==> src/rtl/bit_serial_alu_ctrl_if.sv <==
// Operand/result handshake and 1-bit slice connections for bit_serial_alu_ctrl.
// slave = sequencer side; master = operand source and slice side.
interface bit_serial_alu_ctrl_if #(
  parameter int W = 8
);
  logic         start;
  logic [2:0]   op_sel;
  logic [W-1:0] a;
  logic [W-1:0] b;
  logic         ready;
  logic         done;
  logic [W-1:0] result;
  logic         carry_out;
  logic         overflow;
  logic         zero;
  logic         s_a;
  logic         s_b;
  logic         s_a_invert;
  logic         s_b_invert;
  logic         s_carry_in;
  logic [1:0]   s_op;
  logic         s_less;
  logic         s_result;
  logic         s_carry;

  modport slave (
    input  start, op_sel, a, b, s_result, s_carry,
    output ready, done, result, carry_out, overflow, zero,
           s_a, s_b, s_a_invert, s_b_invert, s_carry_in, s_op, s_less
  );

  modport master (
    output start, op_sel, a, b, s_result, s_carry,
    input  ready, done, result, carry_out, overflow, zero,
           s_a, s_b, s_a_invert, s_b_invert, s_carry_in, s_op, s_less
  );
endinterface

==> src/rtl/bit_serial_alu_ctrl.sv <==
// Sequencer driving one external 1-bit ALU slice LSB first to run W-bit
// AND/OR/ADD/SUB/NOR/SLT, reporting result, carry, overflow and zero flags.
module bit_serial_alu_ctrl #(
  parameter int W = 8
) (
  input  logic                  clk,
  input  logic                  reset,
  bit_serial_alu_ctrl_if.slave  bus
);
  localparam int KW = $clog2(W);
  localparam logic [KW-1:0] K_LAST = KW'(W - 1);

  typedef enum logic [1:0] {S_IDLE, S_RUN, S_SLT2, S_DONE} state_e;
  typedef enum logic [2:0] {OP_AND, OP_OR, OP_ADD, OP_SUB, OP_NOR, OP_SLT} op_e;

  state_e       state_q, state_d;
  op_e          op_q, op_d;
  logic [W-1:0] a_q, a_d, b_q, b_d, res_q, res_d;
  logic [KW-1:0] k_q, k_d;
  logic         carry_q, carry_d, set_q, set_d;
  logic         cout_q, cout_d, ovf_q, ovf_d, zero_q, zero_d;
  logic         cin;
  logic         finish;

  function automatic op_e decode(input logic [2:0] sel);
    case (sel)
      3'b001:  return OP_OR;
      3'b010:  return OP_ADD;
      3'b011:  return OP_SUB;
      3'b100:  return OP_NOR;
      3'b101:  return OP_SLT;
      default: return OP_AND;
    endcase
  endfunction

  always_ff @(posedge clk or posedge reset) begin
    if (reset) begin
      state_q <= S_IDLE;
      op_q    <= OP_AND;
      a_q     <= '0;
      b_q     <= '0;
      res_q   <= '0;
      k_q     <= '0;
      carry_q <= 1'b0;
      set_q   <= 1'b0;
      cout_q  <= 1'b0;
      ovf_q   <= 1'b0;
      zero_q  <= 1'b1;
    end else begin
      state_q <= state_d;
      op_q    <= op_d;
      a_q     <= a_d;
      b_q     <= b_d;
      res_q   <= res_d;
      k_q     <= k_d;
      carry_q <= carry_d;
      set_q   <= set_d;
      cout_q  <= cout_d;
      ovf_q   <= ovf_d;
      zero_q  <= zero_d;
    end
  end

  always_comb begin
    state_d        = state_q;
    op_d           = op_q;
    a_d            = a_q;
    b_d            = b_q;
    res_d          = res_q;
    k_d            = k_q;
    carry_d        = carry_q;
    set_d          = set_q;
    cout_d         = cout_q;
    ovf_d          = ovf_q;
    zero_d         = zero_q;
    finish         = 1'b0;
    cin            = 1'b0;
    bus.s_a        = 1'b0;
    bus.s_b        = 1'b0;
    bus.s_a_invert = 1'b0;
    bus.s_b_invert = 1'b0;
    bus.s_carry_in = 1'b0;
    bus.s_op       = 2'b00;
    bus.s_less     = 1'b0;

    case (state_q)
      S_IDLE: begin
        if (bus.start) begin
          a_d     = bus.a;
          b_d     = bus.b;
          op_d    = decode(bus.op_sel);
          k_d     = '0;
          state_d = S_RUN;
        end
      end
      S_RUN: begin
        bus.s_a = a_q[k_q];
        bus.s_b = b_q[k_q];
        case (op_q)
          OP_OR:  bus.s_op = 2'b01;
          OP_NOR: begin
            bus.s_a_invert = 1'b1;
            bus.s_b_invert = 1'b1;
          end
          OP_ADD: bus.s_op = 2'b10;
          OP_SUB, OP_SLT: begin
            bus.s_op       = 2'b10;
            bus.s_b_invert = 1'b1;
          end
          default: bus.s_op = 2'b00;
        endcase
        cin            = (k_q == '0) ? (op_q == OP_SUB || op_q == OP_SLT) : carry_q;
        bus.s_carry_in = cin;
        res_d[k_q]     = bus.s_result;
        carry_d        = bus.s_carry;
        k_d            = k_q + 1'b1;
        if (k_q == K_LAST) begin
          k_d = '0;
          // SLT's set bit is sign-of-difference corrected by the signed overflow.
          set_d = bus.s_result ^ (cin ^ bus.s_carry);
          if (op_q == OP_ADD || op_q == OP_SUB) begin
            cout_d = bus.s_carry;
            ovf_d  = cin ^ bus.s_carry;
          end else begin
            cout_d = 1'b0;
            ovf_d  = 1'b0;
          end
          if (op_q == OP_SLT) begin
            state_d = S_SLT2;
          end else begin
            state_d = S_DONE;
            finish  = 1'b1;
          end
        end
      end
      S_SLT2: begin
        bus.s_a    = a_q[k_q];
        bus.s_b    = b_q[k_q];
        bus.s_op   = 2'b11;
        bus.s_less = (k_q == '0) ? set_q : 1'b0;
        res_d[k_q] = bus.s_result;
        k_d        = k_q + 1'b1;
        if (k_q == K_LAST) begin
          k_d     = '0;
          state_d = S_DONE;
          finish  = 1'b1;
        end
      end
      S_DONE: state_d = S_IDLE;
      default: state_d = S_IDLE;
    endcase

    if (finish) begin
      zero_d = (res_d == '0);
    end
  end

  // Flags are only published on entry to DONE, so they hold across later runs until then.
  logic cout_pub_q, ovf_pub_q;
  always_ff @(posedge clk or posedge reset) begin
    if (reset) begin
      cout_pub_q <= 1'b0;
      ovf_pub_q  <= 1'b0;
    end else if (finish) begin
      cout_pub_q <= cout_d;
      ovf_pub_q  <= ovf_d;
    end
  end

  assign bus.ready     = (state_q == S_IDLE);
  assign bus.done      = (state_q == S_DONE);
  assign bus.result    = res_q;
  assign bus.carry_out = cout_pub_q;
  assign bus.overflow  = ovf_pub_q;
  assign bus.zero      = zero_q;
endmodule

==> src/flat_wrapper.sv <==
// flat-port wrapper written by rule: the top's interface ports become plain ports
module bit_serial_alu_ctrl_flat 
#(
  parameter int W = 8
)
  (clk, reset, bus_start, bus_op_sel, bus_a, bus_b, bus_s_result, bus_s_carry, bus_ready, bus_done, bus_result, bus_carry_out, bus_overflow, bus_zero, bus_s_a, bus_s_b, bus_s_a_invert, bus_s_b_invert, bus_s_carry_in, bus_s_op, bus_s_less);
  bit_serial_alu_ctrl_if #(.W(W)) bus_i ();
  input  logic clk;
  input  logic reset;
  input wire logic [$bits(bus_i.start)-1:0] bus_start;
  input wire logic [$bits(bus_i.op_sel)-1:0] bus_op_sel;
  input wire logic [$bits(bus_i.a)-1:0] bus_a;
  input wire logic [$bits(bus_i.b)-1:0] bus_b;
  input wire logic [$bits(bus_i.s_result)-1:0] bus_s_result;
  input wire logic [$bits(bus_i.s_carry)-1:0] bus_s_carry;
  output wire logic [$bits(bus_i.ready)-1:0] bus_ready;
  output wire logic [$bits(bus_i.done)-1:0] bus_done;
  output wire logic [$bits(bus_i.result)-1:0] bus_result;
  output wire logic [$bits(bus_i.carry_out)-1:0] bus_carry_out;
  output wire logic [$bits(bus_i.overflow)-1:0] bus_overflow;
  output wire logic [$bits(bus_i.zero)-1:0] bus_zero;
  output wire logic [$bits(bus_i.s_a)-1:0] bus_s_a;
  output wire logic [$bits(bus_i.s_b)-1:0] bus_s_b;
  output wire logic [$bits(bus_i.s_a_invert)-1:0] bus_s_a_invert;
  output wire logic [$bits(bus_i.s_b_invert)-1:0] bus_s_b_invert;
  output wire logic [$bits(bus_i.s_carry_in)-1:0] bus_s_carry_in;
  output wire logic [$bits(bus_i.s_op)-1:0] bus_s_op;
  output wire logic [$bits(bus_i.s_less)-1:0] bus_s_less;
  assign bus_i.start = bus_start;
  assign bus_i.op_sel = bus_op_sel;
  assign bus_i.a = bus_a;
  assign bus_i.b = bus_b;
  assign bus_i.s_result = bus_s_result;
  assign bus_i.s_carry = bus_s_carry;
  assign bus_ready = bus_i.ready;
  assign bus_done = bus_i.done;
  assign bus_result = bus_i.result;
  assign bus_carry_out = bus_i.carry_out;
  assign bus_overflow = bus_i.overflow;
  assign bus_zero = bus_i.zero;
  assign bus_s_a = bus_i.s_a;
  assign bus_s_b = bus_i.s_b;
  assign bus_s_a_invert = bus_i.s_a_invert;
  assign bus_s_b_invert = bus_i.s_b_invert;
  assign bus_s_carry_in = bus_i.s_carry_in;
  assign bus_s_op = bus_i.s_op;
  assign bus_s_less = bus_i.s_less;
  bit_serial_alu_ctrl #(.W(W)) u_core (.clk(clk), .reset(reset), .bus(bus_i));
endmodule
==> config.mk <==
export PLATFORM = sky130hd
export DESIGN_NAME = bit_serial_alu_ctrl_flat
export DESIGN_NICKNAME = d
export VERILOG_FILES = /design/src/rtl/bit_serial_alu_ctrl_if.sv /design/src/rtl/bit_serial_alu_ctrl.sv /design/src/flat_wrapper.sv
export SDC_FILE = /design/constraint.sdc
export NUM_CORES = 1
export LEC_CHECK = 0
export ABC_AREA = 1
export ABC_CLOCK_PERIOD_IN_PS = 2250
export BUFFER_PORTS_ARGS = -buffer_cell sky130_fd_sc_hd__buf_4
export CORE_AREA = 2 2 67 69
export CTS_CLUSTER_DIAMETER = 200
export DETAILED_ROUTE_END_ITERATION = 8
export DIE_AREA = 0 0 69 71
export GPL_ROUTABILITY_DRIVEN = 0
export PLACE_DENSITY = 0.78
export SETUP_SLACK_MARGIN = 0.5
export SLEW_MARGIN = 20
export SYNTH_ARGS = -nofsm -noshare
export SYNTH_HDL_FRONTEND = slang
export SYNTH_SLANG_ARGS = --single-unit
==> constraint.sdc <==
create_clock -name clk -period 2.25 [get_ports clk]
set_clock_uncertainty 0.15 [all_clocks]
set_input_delay 0.3375 -clock clk [delete_from_list [all_inputs] [get_ports clk]]
set_output_delay 0.3375 -clock clk [all_outputs]
set_load 0.02 [all_outputs]
== Word level (Yosys, flattened, before mapping) ==
Index checks and enable logic that the tools add are counted.

* Flip-flop bits (word level): 39
* Word-level logic and storage cells: 88

* $add $sub $neg: 1
* Magnitude comparators: 2
* Eq/ne operators: 17
* Multiplexer cells: 39
* Bitwise logic cells: 2
* Reductions and logical operators: 14

{| class="wikitable"
|+ Operators by type and width
! kind !! number
|-
| $mux 1 || 23
|-
| $eq 3x3->1 const B || 5
|-
| $pmux 3 s5 || 1
|-
| $eq 3x2->1 const B || 4
|-
| $bwmux 8 || 1
|-
| $logic_not 8->1 || 1
|-
| $mux 8 || 1
|-
| $pmux 2 s2 || 2
|-
| $pmux 2 s4 || 1
|-
| $bmux 1 s3 || 2
|-
| $eq 3x1->1 const B || 2
|-
| $mux 2 || 3
|-
| $mux 3 || 2
|-
| $pmux 3 s2 || 1
|-
| $reduce_and 2->1 || 3
|-
| $reduce_or 3->1 || 2
|-
| $eq 2x2->1 const B || 2
|-
| $lt 3x4->1 const B || 1
|-
| $ne 2x1->1 const B || 2
|-
| $add 3x1->3 const B || 1
|-
| $demux 1 s3 || 1
|-
| $ge 3x1->1 const B || 1
|-
| $logic_not 3->1 || 1
|-
| $reduce_and 3->1 || 1
|-
| other kinds (9) || 11
|}

== Longest topological paths before layout ==
Gate-level depths: netlist of the first run.

* Word-level depth: 7
* Depth in mapped cells: 12
* Gate-level depth less buffers: 12

== Least setup slack after synthesis of the first run ==
No wires, ideal clock.

* Kind: register -> output
* Start: register u_core.k_q[0]
* End: output port bus_s_carry_in
* Arrival time: 1.387 ns
* Required time: 1.762 ns
* Slack: 0.375 ns
* Cell stages (with the launch flop): 9
* Path through: dfrtp_1 > inv_2 > ha_1 > inv_1 > nor2_1 > inv_2 > nand2_1 > nand2_1 > nor2_1

* Longest elaborated chain between the ends: 3

{| class="wikitable"
|+ Ends and longest elaborated chain
! item !! RTL line !! source
|-
| from (decl) || bit_serial_alu_ctrl.sv:19 || <nowiki>logic [KW-1:0] k_q, k_d;</nowiki>
|-
| from (signal assigned) || bit_serial_alu_ctrl.sv:55 || <nowiki>k_q <= k_d;</nowiki>
|-
| $logic_not 3->1 || bit_serial_alu_ctrl.sv:112 || <nowiki>cin = (k_q == '0) ? (op_q == OP_SUB || op_q == OP_SLT) : carry_q;</nowiki>
|-
| $mux 1 || bit_serial_alu_ctrl.sv:112 ||
|-
| $mux 1 || bit_serial_alu_ctrl.sv:86 || <nowiki>case (state_q)</nowiki>
|-
| to (decl) || flat_wrapper.sv:26 || <nowiki>output wire logic [$bits(bus_i.s_carry_in)-1:0] bus_s_carry_in;</nowiki>
|}

Every way passes these cells.

== Worst setup path after layout of the first run ==
* Start: register u_core.k_q[1]
* End: output port bus_s_a

* Longest elaborated chain between the ends: 3

{| class="wikitable"
|+ Ends and longest elaborated chain
! item !! RTL line !! source
|-
| $bmux 1 s3 || bit_serial_alu_ctrl.sv:97, bit_serial_alu_ctrl.sv:137 ||
|-
| $mux 1 (not written as such) || bit_serial_alu_ctrl.sv:97, bit_serial_alu_ctrl.sv:137 ||
|-
| $mux 1 || n/a ||
|-
| to (decl) || flat_wrapper.sv:22 || <nowiki>output wire logic [$bits(bus_i.s_a)-1:0] bus_s_a;</nowiki>
|}

Every way passes these cells. The select of a mux whose other input is x is not followed.

==> results by stage, run 1 <==
Final layout:
- Cells fill between 70% and 80% of the core in the end.
- In the layout the commonest cells are 89 x nand2_1, 64 x buf_4, 34 x dfrtp_1, 30 x inv_1, 18 x o21ai_0.
- The net count of the finished layout is just under 400.
- In the final layout, the share of cells above drive strength 1 is 40.39%.
- The repair_antennas step left the layout with diodes totalling 0.
- The area added between synthesis and finish is 46.75%.
- For this run, the number of standard cells in the final layout without fillers is a little over 400.
- The most common library cell in the layout ignoring fill and taps is nand2_1.

Route:
- The number of antenna-violating nets in the routed design is 0.
- The post-detailed-route via-to-cell ratio is 5.061.
- The length of the first detailed-routing pass in iterations is 4.
- The number of vias in the routed layout is roughly 2,100.
- For this run, design rule violations remaining after detail routing come to 0.
- The starting DRC count in detailed routing is 89.
- The average wire per standard cell is around 13 um.
- The detailed-route wire length is approximately 5500 um.

Run:
- The number of violations of the max-capacitance limit is 0.

Place:
- The number of placed instances, taps included, is roughly 380.
- Input and output buffers added on the ports amount to 44.
- Once detailed placement completed, the half-perimeter wirelength came to about 3400 um.

Power and ir drop:
- The sequential power share is between 20% and 30%.
- The analysis attributes to net switching a power of between 2 and 2.5 mW.
- The internal power of the cells totals 2.539 mW.
- The worst ir drop on vdd is 0.7805 mV.
- The combinational cell fraction of total power is between 60% and 70%.
- The switching share of total power is 45.93%.
- Summed over all cells, the static leakage comes to about 1.6 nW.
- The total design power is around 4.7 mW.
- Of the total power, the clock network draws under 10%.
- The cell area power density is 1541 nW/um2.

Worst setup path:
- By startpoint and endpoint, the worst setup path is classified as flop to primary output.
- STA classifies the critical path startpoint as a flop.
- The worst setup path is captured at a primary output.
- STA puts the critical path data arrival time at roughly 1600 ps.
- Along the worst path, the maximum fanout reaches 6.
- The number of cells traversed by the worst register-to-register path is 10.
- The required time at the endpoint of the critical path is 1760 ps.

Yosys:
- Yosys mapped the design onto 23 distinct sky130hd cell types.
- The biggest area contributor in the post-synthesis netlist is dfrtp_1.
- The average instance in the mapped netlist occupies around 7.4 um2.
- Summing the sequential cell areas from Yosys gives between 40% and 50% of the chip area.
- The count of warnings emitted by yosys is 0.
- The summed instance area of the synthesized netlist is ~2100 um2.
- The synthesized design contains 39 register bits.
- In the post-synthesis netlist, the biggest area contributors are dfrtp_1 46%, nand2_1 18%, inv_1 7.2%.
- Summed over its instances, the top area cell type makes up 45.78% of the synthesized netlist area.
- Synthesis handed over a netlist of 280 instances.
- The number of nets produced by synthesis is 312.

Clock network:
- The number of hold buffers added after CTS was 0.
- The buffer type at the clock tree root is clkbuf_8.
- The count of clock tree sinks is 39.
- The clock tree from TritonCTS is done.
- After clock tree synthesis, the clock-pin slew on the worst setup and hold paths is 70 ps.
- In this run, CTS created clock tree buffers numbering 5.
- The number of buffers on the longest clock path is 2.
- The clock latency on the worst-skew pair is between 200 and 300 ps.
- The count of H-tree levels built during CTS is 2.

Floorplanning:
- The initial core utilization is between 40% and 50%.
- In this run the vertical extent of the chip is 71 um.
- The total I/O pin count is 45.
- The region available for standard cell placement spans around 4200 um2.
- The initialized floorplan defines 24 standard-cell rows.
- The die span in x is roughly 70 um.
- The die covers slightly below 5000 um2.

Timing:
- The number of endpoints with negative hold slack in the final report is 0.
- The final setup violation count is 0.
- For this run, the top clock speed supported by timing is 0.4814 GHz.
- The worst relative slew slack is about 70%.
- Summed over all failing endpoints, the final setup total negative slack is 0 ps.
- The transition time of the tightest slew-check pin is just under 500 ps.
- The clock period minus worst slack is between 2000 and 2500 ps.
- The number of slew-limit violations in the final report is 0.
- After layout, the worst path uses roughly 92% of the clock period.
- Setup repair after global routing could not meet its margin everywhere.

Global route:
- The layer flagged by global routing as most heavily used is met2.
- The initial antenna violation count is 0.
- The largest net degree at the start of global routing is 40.
- For met3 alone, demand over resource in global routing was 4.416%.
- For this run, global-route usage on met1 was measured as between 20% and 30%.
- The first-pass GRT wire length is 8638 um.
- The via count of the first global-routing pass is roughly 2,000.
- Global routing finished with a remaining overflow of 0.
- The met2 track demand over resource is 38.14%.
- The all-layer global routing usage is 21.72%.

Run status:
- The run finished with clean final reports.

Worst hold path:
- The worst hold path belongs to the class primary input to asynchronous set/reset pin.
-- sequential cells by signal, summed over array words and instances, names as in the netlist --
signal	cells
u_core.bus.overflow	1
u_core.carry_q	1
u_core.a_q	8
u_core.bus.carry_out	1
u_core.state_q	2
u_core.set_q	1
u_core.cout_q	1
u_core.bus.result	8
u_core.k_q	3
u_core.ovf_q	1
u_core.bus.zero	1
u_core.b_q	8
u_core.op_q	3
-- per-layer routing --
layer / up-vias / share of wire, % / routed length (um)
met3: 11 / 3.6 / 197
met2: 51 / 52 / 2869
met4: 0 / 1.9 / 107
li1: 1030 / - / -
met1: 988 / 42 / 2317
met5: - / 0 / 0
-- through the flow --
stage | setup slack [ps] | hold WS (ps) | area (um2)
CTS | 166.4 | 19.81 | 2784
detailed placement | 277.0 | 318.3 | 2492
global route | 82.92 | 74.05 | 3048
finish | 172.9 | 8.679 | 3048
floorplan | 439.1 | 293.6 | 2083
global placement | 311.4 | 311.3 | 2492
-- final timing paths --
| kind | from | to | slack [ps] |
|---|---|---|---|
| max | u_core.k_q[1] | bus_s_a | 170 |
| min | reset | u_core.bus.result[2] | 9 |
| max reg2reg | u_core.state_q[0] | u_core.bus.zero | 440 |
| min reg2reg | u_core.ovf_q | u_core.ovf_q | 330 |
| max in group asynchronous | reset | u_core.k_q[2] | 1590 |
| min in group clk | bus_b[2] | u_core.b_q[2] | 90 |
-- power by group through the flow --
stage / Sequential [mW] / Clock, mW / Combinational (mW)
6_report: 1.28 / 0.451 / 2.97
4_1_cts: 1.26 / 0.461 / 2.42
5_1_grt: 1.31 / 0.483 / 3.25
3_3_place_gp: 1.25 / 0 / 1.96
2_1_floorplan: 1.35 / 0 / 1.27
3_5_place_dp: 1.26 / 0 / 2.01
-- cells in the mapped netlist --
cell      number
nand2_1       98
inv_1         40
dfrtp_1       38
o21ai_0       19
nor2_1        17
nand3_1       15
o21ai_1       10
ha_1           8
inv_2          7
a21oi_1        4
o211ai_1       4
a31oi_1        3
clkbuf_1       3
nand4_1        3
clkinv_1       2
nor2_2         2
buf_2          1
dfstp_2        1
nand3_2        1
nor2_4         1
nor3_2         1
o21a_1         1
o21ai_2        1
-- cell families (layout without fill, tap and decap cells) --
family,Yosys count,count (layout),share of synthesized area (%)
AOI/OAI and AO/OA,42,42,11.08
adders and majority gates,8,8,4.819
and+or+nand+nor,138,138,27.41
DFF,39,39,47.05
buffers and inverters,53,132,9.638
-- critical path, cell delays in order (launching register included) --
cell and delay [ps]:
dfrtp_2 460, nand2_1 120, a21oi_1 150, o21ai_1 90, o21ai_1 80, inv_1 60, a31oi_2 150, buf_4 170
-- layout make-up --
| class | instances | area, um2 |
|---|---|---|
| clock inverter | 1 | 5.005 |
| fill | 336 | 1156 |
| inverter | 49 | 192.7 |
| clock buffer | 7 | 76.32 |
| tap | 52 | 65.06 |
| timing repair buffer | 75 | 604.3 |
| sequential | 39 | 982.2 |
| multi-input combinational | 188 | 1122 |
-- repair_timing --
item | 4_1_cts | 5_1_grt
resized for setup | 34 | 43
endpoints found under the setup margin | 21 | 16
cloned | 0 | 0
setup buffers | 13 | 14
pin swaps | 8 | 16
Power figures use the tool's default switching activity.
==> inputs of run 2 (changes only) <==
- ABC_AREA: 1 -> unset
- CORE_AREA: 2 2 67 69 -> 2 2 68 70
- DIE_AREA: 0 0 69 71 -> 0 0 70 72
- RECOVER_POWER: unset -> 25
==> run 2 against run 1 <==
  * Area after synthesis grew 3.1%
  * Count of clock-buffer cells in the layout down 1
  * First-iteration DRC count grew 31%
  * Via count is 15% lower
  * Setup slack worse by 72 ps
  * Global-route usage is 1.2 points lower
  * Clock power increased by 12%
  * Largest cell class unchanged
  * Cell area up 5.7%
  * Critical endpoint is now bus_s_b
  * Flip-flop and latch count is the same
  * Sequential power about the same
==> results by stage, run 2 <==
Run status:
- The run finished with clean final reports.

Final layout:
- In the layout the commonest cells are 59 x buf_4, 33 x dfrtp_1, 21 x mux2_2, 16 x buf_6, 12 x nand2_1.
- The area occupied by multi-input gates came to 1400 um2 (+25%).
- Leaving out fill and tap cells, the most frequent cell in the layout is buf_4.
- The number of fillers in the final layout is 253 (-25%).
- The fraction of final layout cells sized beyond drive strength 1 came to 63.85% (+23 points).
- The number of nets in the finished design is 291 (-25%).
- The sequential cell area is 983.4 um2 (+0.13%).
- Relative to the synthesized area, the layout overhead comes to 50.35%.
- The count of antenna diodes in the layout is 0 (unchanged).
- The finished layout cell area is 3221 um2 (+5.7%).
- The share of the core filled with cells was 75.53% (+3.0 points).

Yosys:
- The post-synthesis async set-or-reset flop share was 100.0% (unchanged).
- The library cell occupying the most area in the post-synthesis netlist is dfrtp_1.
- After synthesis, the cell types taking the most area are dfrtp_1 44%, mux2_2 14%, ha_1 4.7%.
- The commonest cells after synthesis are 38 x dfrtp_1, 26 x mux2_2, 17 x nand2_1, 8 x ha_1, 8 x inv_1.
- The mean instance size in the synthesized netlist is 11.71 um2 (+58%).
- The number of nets produced by synthesis is 215 (-31%).
- The number of synthesized flops with an enable pin came to 0 (unchanged).
- The count of warnings emitted by yosys is 0 (unchanged).
- The flip-flop and latch count after synthesis is 39 (unchanged).
- The sequential area share after synthesis is 45.62% (-1.4 points).
- The area share of the largest cell type after synthesis came to 44.39% (-1.4 points).
- The synthesized instance count came to 183 (-35%).
- The summed instance area of the synthesized netlist is 2142 um2 (+3.1%).
- In the post-synthesis netlist, the cell with the most instances is dfrtp_1.
- The count of different cell masters after synthesis is 50 (+120%).
- The dominant synthesized flop cell is dfrtp_1.

Timing:
- The final setup TNS is 0 ps (unchanged).
- The final setup violation count is 0 (unchanged).
- Setup repair after global routing could not meet its margin everywhere.
- The worst relative slew slack was 37.33% (-31 points).
- The number of slew-limit violations in the final report is 0 (unchanged).
- The upper clock frequency limit is 0.4654 GHz (-3.3%).
- The clock period minus worst slack is 2149 ps (+71.75 ps).
- The period utilization is 95.50% (+3.2 points).
- The number of endpoints with negative hold slack in the final report is 0 (unchanged).
- The worst hold slack after final layout is 118.6 ps (+109.9 ps).
- The transition time of the tightest slew-check pin came to 940.1 ps (+459.7 ps).

Clock network:
- The clock buffer count from CTS is 5 (unchanged).
- The buffer type at the clock tree root is clkbuf_8.
- The count of clock tree sinks is 39 (unchanged).
- The number of buffers on the longest clock path came to 2 (unchanged).
- The clock-pin slew on the worst setup and hold paths is 80 ps (about the same).
- The clock latency on the worst-skew pair came to 290 ps (about the same).
- TritonCTS built the clock tree.
- The count of H-tree levels built during CTS is 2 (unchanged).

Power and ir drop:
- The worst ir drop on vdd was 0.8255 mV (+5.8%).
- The leakage component of the power is 1.467 nW (-6.1%).
- The cell area power density is 1563 nW/um2 (+1.4%).

Worst setup path:
- The sum of buffers and inverters on the critical path is 2 (unchanged).
- The setup slack of the worst register-to-register path is 210 ps (-230 ps).
- The worst setup path is of the flop to primary output kind.
- The count of cell instances traversed by the critical path is 5 (-2).
- The worst setup path is launched from a flop.
- The number of cells traversed by the worst register-to-register path was 7 (-3).
- The kind of cell adding the most delay to the critical path is multiplexers.
- Counting stages on the worst path, the most repeated cell is buf_6.
- The worst setup path is captured at a primary output.
- The critical path data arrival time is 1660 ps (+70 ps).
- The slowest stage of the critical path is the mux4_2 cell.
- The maximum fanout along the worst path was 5 (-1).
- Traced cell by cell, the critical path runs through buf_6 -> mux4_2 -> nand2_2 -> a21boi_2 -> buf_6.
- The required time at the endpoint of the critical path was 1760 ps (about the same).
- The stage delay of the slowest cell on the critical path is 500 ps (+40 ps).

Worst hold path:
- The number of instances on the worst hold path is 2.
- The worst hold path belongs to the class primary input to flop.

Floorplanning:
- The total I/O pin count is 45 (unchanged).
- The die span in x is 70 um (+1.4%).
- The area of the core was 4264 um2 (+1.4%).
- The overall die area is 5040 um2 (+2.9%).
- The die height is 72 um (+1.4%).
- The number of cell rows is 24 (unchanged).
- The initial core utilization is 50.23% (+0.83 points).

Global route:
- The initial antenna violation count is 0 (unchanged).
- The largest net degree at the start of global routing is 40 (unchanged).
- The remaining global-route overflow is 0 (unchanged).
- The via count of the first global-routing pass is 1,760 (-13%).
- The all-layer global routing usage is 20.57% (-1.2 points).
- The first-pass GRT wire length is 8176 um (-5.3%).

Route:
- The number of antenna-violating nets in the routed design is 0 (unchanged).
- The met3 routed wirelength was 244 um (+24%).
- The post-detailed-route DRC marker count is 0 (unchanged).
- The number of vias in the routed layout is 1,767 (-15%).
- The met2 wire length is 2887 um (+0.63%).
- The post-detailed-route via-to-cell ratio was 5.663 (+12%).
- The length of the first detailed-routing pass in iterations came to 4 (unchanged).
- The post-route met1 wirelength came to 2158 um (-6.9%).
- The starting DRC count in detailed routing is 117 (+31%).
- The highest metal layer with signal wires is met4.
- The average wire per standard cell was 17.42 um (+30%).
- The detailed-route wire length was 5435 um (-1.0%).

Place:
- The placed instance area was 2679 um2 (+7.5%).
- The number of buffers added on ports is 44 (unchanged).
- The half-perimeter wire length after detailed placement is 3256 um (-4.3%).

Run:
- The number of violations of the max-capacitance limit was 0 (unchanged).
## run 2: cell count changes in the layout (fill, tap and decap cells not counted), moves of 5 or more
cell | before | now
nand2_1 | 89 | 12
inv_1 | 30 | 4
mux2_2 | 0 | 21
o21ai_0 | 18 | 5
inv_2 | 14 | 3
o21ai_1 | 9 | 0
nand3_2 | 7 | 0
nor2_1 | 11 | 4
mux2_4 | 0 | 6
nand2b_1 | 0 | 6
nand3_1 | 7 | 1
buf_4 | 64 | 59
buf_6 | 11 | 16
## run 2: worst register-to-register path: cells and delay by family (launching register included)
| kind | cells | cell delay, ps |
|---|---|---|
| AND/OR/NAND/NOR | 2 | 440 |
| flip-flops | 1 | 380 |
| AO/OA/AOI/OAI | 1 | 150 |
| buffers and inverters | 2 | 200 |
| multiplexers | 1 | 340 |
| adder cells (fa/ha/maj) | 1 | 320 |
## run 2: routing by layer
layer	up-vias	global-route usage (%)
met1	872	24.86
met2	55	37.88
met3	17	3.750
li1	823	-
met5	-	0
met4	0	5.769
## run 2: logic make-up after synthesis
| kind of cell | synth area share, % |
|---|---|
| compound gates | 9.872 |
| xor+xnor | 0.4090 |
| fa+ha+maj | 4.673 |
| buf+inv | 3.738 |
| flops | 45.62 |
| mux | 19.04 |
| simple gates | 16.65 |
## run 2: final cells by class
cell class                 instances  share of cell area [%]
multi-input combinational        127                   43.47
sequential                        39                   30.54
timing repair buffer              78                   19.89
clock buffer                       6                   2.564
tap                               52                   2.020
inverter                           8                   1.010
clock inverter                     2                  0.5051
## run 2: final timing paths
path	start	to
setup / recovery	u_core.k_q[0]	bus_s_b
hold / removal	bus_b[4]	u_core.b_q[4]
setup reg to reg	u_core.state_q[0]	u_core.bus.zero
hold reg to reg	u_core.ovf_q	u_core.ovf_q
max in group asynchronous	reset	u_core.op_q[1]
min in group asynchronous	reset	u_core.a_q[1]
## run 2: stage by stage
step	std cells	setup WS [ps]	total power, mW
after global placement	279	207.2	3.499
after CTS	301	104.6	4.547
after detailed placement	279	166.7	3.556
after global routing	312	45.19	5.303
after floorplan	183	315.7	2.955
final	312	101.1	5.035
## run 2: where the power goes
group / leakage [nW] / switching [mW] / internal (mW)
Combinational: 0.954 / 1.47 / 1.75
Sequential: 0.466 / 0.275 / 1.04
Clock: 0.0474 / 0.253 / 0.250
## run 2: repair_timing
| action | 4_1_cts | 5_1_grt |
|---|---|---|
| endpoints found under the setup margin | 17 | 17 |
| hold buffers | 0 | 0 |
| pin swaps | 13 | 10 |
| gates resized for setup | 39 | 22 |
| cloned | 0 | 1 |
| setup buffers | 14 | 10 |
